File: src/rtl/bus_arbiter_mux.sv
// Registered bus multiplexer: direct select or round-robin arbitration over NSRC sources.
// The output word holds when the bus goes idle; out-of-range direct selects raise a sticky flag.
module bus_arbiter_mux #(
  parameter int WIDTH = 32,
  parameter int NSRC  = 24,
  localparam int SELW = $clog2(NSRC)
) (
  input  logic                  clk,
  input  logic                  clear,
  input  logic [NSRC*WIDTH-1:0] src_data,
  input  logic                  mode,
  input  logic [SELW-1:0]       sel,
  input  logic                  sel_valid,
  input  logic [NSRC-1:0]       req,
  input  logic                  lock,
  input  logic                  err_clr,
  output logic [WIDTH-1:0]      bus_out,
  output logic                  bus_valid,
  output logic [NSRC-1:0]       grant,
  output logic [SELW-1:0]       grant_idx,
  output logic                  sel_err
);

  logic [WIDTH-1:0] w_src [NSRC];
  logic [SELW:0]    w_rr;
  logic             w_lock_hold;
  logic             w_sel_ok;
  logic             w_load;
  logic             w_err_set;
  logic [SELW-1:0]  w_pick;

  logic [WIDTH-1:0] r_bus_p1;
  logic             r_vld_p1;
  logic [NSRC-1:0]  r_grant_p1;
  logic [SELW-1:0]  r_grant_idx_p1;
  logic             r_sel_err_p1;
  logic [SELW-1:0]  r_ptr;

  for (genvar gi = 0; gi < NSRC; gi++) begin : g_src
    assign w_src[gi] = src_data[gi*WIDTH +: WIDTH];
  end

  function automatic logic [NSRC-1:0] onehot(input logic [SELW-1:0] idx);
    onehot      = '0;
    onehot[idx] = 1'b1;
  endfunction

  // Scan from farthest to nearest so the requester closest after ptr is the one that sticks;
  // ptr itself is distance NSRC, i.e. checked last.
  function automatic logic [SELW:0] rr_search(input logic [SELW-1:0] ptr,
                                               input logic [NSRC-1:0] rq);
    int c;
    rr_search = '0;
    for (int k = NSRC; k >= 1; k--) begin
      c = (int'(ptr) + k) % NSRC;
      if (rq[SELW'(c)]) rr_search = {1'b1, SELW'(c)};
    end
  endfunction

  assign w_rr        = rr_search(r_ptr, req);
  assign w_lock_hold = lock && r_grant_p1[r_grant_idx_p1] && req[r_grant_idx_p1];
  assign w_sel_ok    = ({1'b0, sel} < (SELW+1)'(NSRC));

  always_comb begin
    w_load    = 1'b0;
    w_err_set = 1'b0;
    w_pick    = r_grant_idx_p1;
    if (mode) begin
      if (w_lock_hold) begin
        w_load = 1'b1;
      end else if (w_rr[SELW]) begin
        w_load = 1'b1;
        w_pick = w_rr[SELW-1:0];
      end
    end else if (sel_valid) begin
      if (w_sel_ok) begin
        w_load = 1'b1;
        w_pick = sel;
      end else begin
        w_err_set = 1'b1;
      end
    end
  end

  // Stage p1: registered bus word, grant and status
  always_ff @(posedge clk or negedge clear) begin
    if (!clear) begin
      r_bus_p1       <= '0;
      r_vld_p1       <= 1'b0;
      r_grant_p1     <= '0;
      r_grant_idx_p1 <= '0;
      r_sel_err_p1   <= 1'b0;
      r_ptr          <= SELW'(NSRC-1);
    end else begin
      r_vld_p1   <= w_load;
      r_grant_p1 <= w_load ? onehot(w_pick) : '0;
      if (w_load) begin
        r_bus_p1       <= w_src[w_pick];
        r_grant_idx_p1 <= w_pick;
      end
      if (mode && w_load) r_ptr <= w_pick;
      if (w_err_set)    r_sel_err_p1 <= 1'b1;
      else if (err_clr) r_sel_err_p1 <= 1'b0;
    end
  end

  assign bus_out   = r_bus_p1;
  assign bus_valid = r_vld_p1;
  assign grant     = r_grant_p1;
  assign grant_idx = r_grant_idx_p1;
  assign sel_err   = r_sel_err_p1;

endmodule

File: config.mk
export PLATFORM = sky130hd
export DESIGN_NAME = bus_arbiter_mux
export DESIGN_NICKNAME = d
export VERILOG_FILES = /design/src/rtl/bus_arbiter_mux.sv
export SDC_FILE = /design/constraint.sdc
export NUM_CORES = 1
export LEC_CHECK = 0
export ABC_AREA = 1
export CAP_MARGIN = 20
export CORE_AREA = 2 2 339 341
export CTS_BUF_LIST = sky130_fd_sc_hd__clkbuf_2
export DETAILED_ROUTE_END_ITERATION = 10
export DIE_AREA = 0 0 341 343
export GPL_TIMING_DRIVEN = 0
export PLACE_DENSITY_LB_ADDON = 0.1
export SYNTH_ARGS = -nofsm -noshare
export SYNTH_HDL_FRONTEND = slang
export SYNTH_SLANG_ARGS = --single-unit
File: constraint.sdc
create_clock -name clk -period 6.7 [get_ports clk]
set_input_delay 1.34 -clock clk [delete_from_list [all_inputs] [get_ports clk]]
set_output_delay 1.34 -clock clk [all_outputs]
set_load 0.005 [all_outputs]
==> impl_metrics.env <==
export IMPL_clock_path_buffers=2
export IMPL_status="finished, final reports clean"
export IMPL_dpl_hpwl_um=132000
export IMPL_io_pin_count=866
export IMPL_rr_worst_depth=37
export IMPL_hold_buffers=0
export IMPL_r2r_end="bus_out[6]$_DFFE_PN0P_"
export IMPL_ant_nets=0
export IMPL_arrival_ps=6760
export IMPL_areaGrowthSynthToFinish_pct=71.3
export IMPL_hold_viol=0
export IMPL_crit_required_ps=7200
export IMPL_die_w_um=341
export IMPL_cp_common_cell="nand2_1"
export IMPL_global_route_usage_total=0.246
export IMPL_row_count=124
export IMPL_grt_pass1_wl_um=204000
export IMPL_netlist_area_um2=17700
export IMPL_grt_use_met1=0.319
export IMPL_finalWirelength_um=152000
export IMPL_rr_startpoint="r_ptr[3]$_DFFE_PN0P_"
export IMPL_synthArstFlopShare=1.00
export IMPL_core_area_um2=113000
export IMPL_initialDrtViolationCount=1895
export IMPL_fin_nets=5497
export IMPL_max_slew_margin_rel=0.392
export IMPL_synth_ff_type="dfrtp_1"
export IMPL_crit_path_start="r_ptr[3]$_DFFE_PN0P_"
export IMPL_slew_violations=0
export IMPL_finalSetupViolCount=0
export IMPL_timing_fmax_mhz=160
export IMPL_finalCritPeriodShare=0.935
export IMPL_endpoint="bus_out[6]$_DFFE_PN0P_"
export IMPL_cts_tree="yes"
export IMPL_cts_sinks=68
export IMPL_rrSetupSlack_ps=440
export IMPL_finClkSkew_ps=41.2
export IMPL_critPathKind="reg2reg"
export IMPL_met3_usage=0.0403
export IMPL_drive_gt1_frac=0.119
export IMPL_max_stage_delay_ps=520
export IMPL_synth_top_area_frac=0.410
export IMPL_start_kind="register"
export IMPL_initial_core_util=0.156
export IMPL_drt_first_pass_iters=5
export IMPL_synth_cell_types=55
export IMPL_grt_pass1_vias=26828
export IMPL_slowest_stage="dfrtp_2"
export IMPL_hp_class="reg2reg"
export IMPL_critical_path_max_fanout=14
export IMPL_vias=27304
export IMPL_setup_slack_ps=437
export IMPL_cap_viol_max_count=0
export IMPL_endpoint_kind="register"
export IMPL_syn_inst=3727
export IMPL_dieArea_um2=117000
export IMPL_clk_pin_slew_ps=230
export IMPL_portBuffers=864
export IMPL_syn_area_per_cell_um2=4.76
export IMPL_cts_max_level=3
export IMPL_seq_area_frac_synth=0.0962
export IMPL_gr_usage_met2=0.434
export IMPL_grt_ovfl_total=0
export IMPL_synth_edf_count=0
export IMPL_cts_buffers=9
export IMPL_vias_per_cell=4.41
export IMPL_synth_nets=4570
export IMPL_grt_antenna_before_repair=51
export IMPL_grt_busiest_layer="met2"
export IMPL_grt_max_degree=55
export IMPL_drc_errors=0
export IMPL_ys_warn_count=0
export IMPL_place_gp_congestion=0.915
export IMPL_ys_top_cells_by_area="nand2_1, nand3_1, dfrtp_1"
export IMPL_synth_largest_area_cell="nand2_1"
export IMPL_tightest_slew_ps=909
export IMPL_yosysMostFrequentCell="nand2_1"
export IMPL_routedWlPerCell_um=24.6
export IMPL_place_ws_ps=-1780
export IMPL_period_needed_ps=6260
export IMPL_clk_latency_ps=600
export IMPL_synth_commonest_cells="nand2_1, nor2_1, nand3_1"
export IMPL_root_buffer="clkbuf_2"
export IMPL_die_h_um=343
export IMPL_synth_seq_cells=68
==> state kept, by name (all words and copies together) (netlist names) <==
signal,cells
bus_valid,1
r_ptr,5
sel_err,1
grant_idx,5
bus_out,32
grant,24
==> per-layer routing <==
layer  routed length (um)  up-vias
met4                 2230       22
met2                74700      804
li1                     -    13606
met3                 8750      114
met1                66300    12758
met5                  135        -
==> placed cells by master, fill, tap and decap left out, types with 10 or more instances in the layout <==
| master | count |
|---|---|
| nand2_1 | 1848 |
| clkdlybuf4s50_1 | 863 |
| nor2_1 | 386 |
| nand3_1 | 374 |
| inv_1 | 134 |
| o21ai_1 | 131 |
| nand2_2 | 96 |
| a21oi_1 | 96 |
| buf_4 | 84 |
| o21ai_0 | 63 |
| dfrtp_1 | 63 |
| buf_2 | 54 |
| buf_6 | 41 |
| inv_2 | 41 |
| o21ai_2 | 38 |
| ha_1 | 33 |
| clkbuf_1 | 30 |
| clkbuf_4 | 26 |
| diode_2 | 24 |
| clkbuf_2 | 20 |
| buf_12 | 16 |
| nand3_2 | 16 |
| nor2_2 | 15 |
| buf_8 | 11 |
| o21ai_4 | 10 |
| nand4_1 | 10 |
==> worst min-delay path by stage <==
stage | startpoint | to | slack [ps] | depth (start not counted)
final | bus_out[4]$_DFFE_PN0P_ | bus_out[4]$_DFFE_PN0P_ | 520 | 2
after global routing | clear | bus_out[2]$_DFFE_PN0P_ | 530 | 1
after CTS | bus_out[12]$_DFFE_PN0P_ | bus_out[12]$_DFFE_PN0P_ | 520 | 2
after detailed placement | bus_out[26]$_DFFE_PN0P_ | bus_out[26]$_DFFE_PN0P_ | 470 | 2
after global placement | bus_out[26]$_DFFE_PN0P_ | bus_out[26]$_DFFE_PN0P_ | 470 | 2
after floorplan | bus_out[0]$_DFFE_PN0P_ | bus_out[0]$_DFFE_PN0P_ | 470 | 2
==> through the flow <==
stage,instance area [um^2],setup TNS [ps],util,cells,hold slack [ps]
global route,30400,-787,0.268,6189,530
detailed placement,28300,-78850,0.250,6106,467
floorplan,17700,0,-,3727,472
CTS,29200,0,0.257,6140,520
global placement,28300,-77110,0.249,6103,465
finish,30400,0,0.268,6195,519
==> layout make-up <==
| class | count | area [um^2] |
|---|---|---|
| fill | 13305 | 83000 |
| sequential | 68 | 1710 |
| timing repair buffer | 920 | 9220 |
| antenna | 24 | 60.1 |
| tap | 1512 | 1890 |
| multi-input combinational | 3243 | 14900 |
| buffer | 224 | 1730 |
| clock inverter | 7 | 121 |
| clock buffer | 9 | 45.0 |
| inverter | 188 | 754 |
==> worst max-delay path, delay by kind of cell, from the launching register on <==
| family | cells | cell delay [ps] |
|---|---|---|
| adders and majority gates | 2 | 460 |
| DFF | 1 | 520 |
| and+or+nand+nor | 20 | 2790 |
| buffers and inverters | 8 | 1130 |
| AOI/OAI and AO/OA | 6 | 960 |
| xor gates and xnor gates | 1 | 270 |
==> cell families (layout without fill, tap and decap cells) <==
| group | after synthesis | after routing | synth area share |
|---|---|---|---|
| and+or+nand+nor | 2794 | 2795 | 0.630 |
| buffers and inverters | 417 | 1348 | 0.115 |
| AOI/OAI and AO/OA | 392 | 392 | 0.121 |
| DFF | 68 | 68 | 0.0962 |
| adders and majority gates | 40 | 40 | 0.0282 |
| xor gates and xnor gates | 13 | 13 | 0.00811 |
| muxes | 3 | 3 | 0.00169 |
| other | 0 | 24 | 0 |
==> timing repair <==
item                       CTS  global route
gates resized for setup    129           304
setup buffers               22            29
pin swaps                   12            43
cloned                       0             3
setup endpoints to repair   63            58
Power is left out: the tool's default activity adds up to more than one toggle a clock period on the data nets, which glitch-free logic cannot reach.
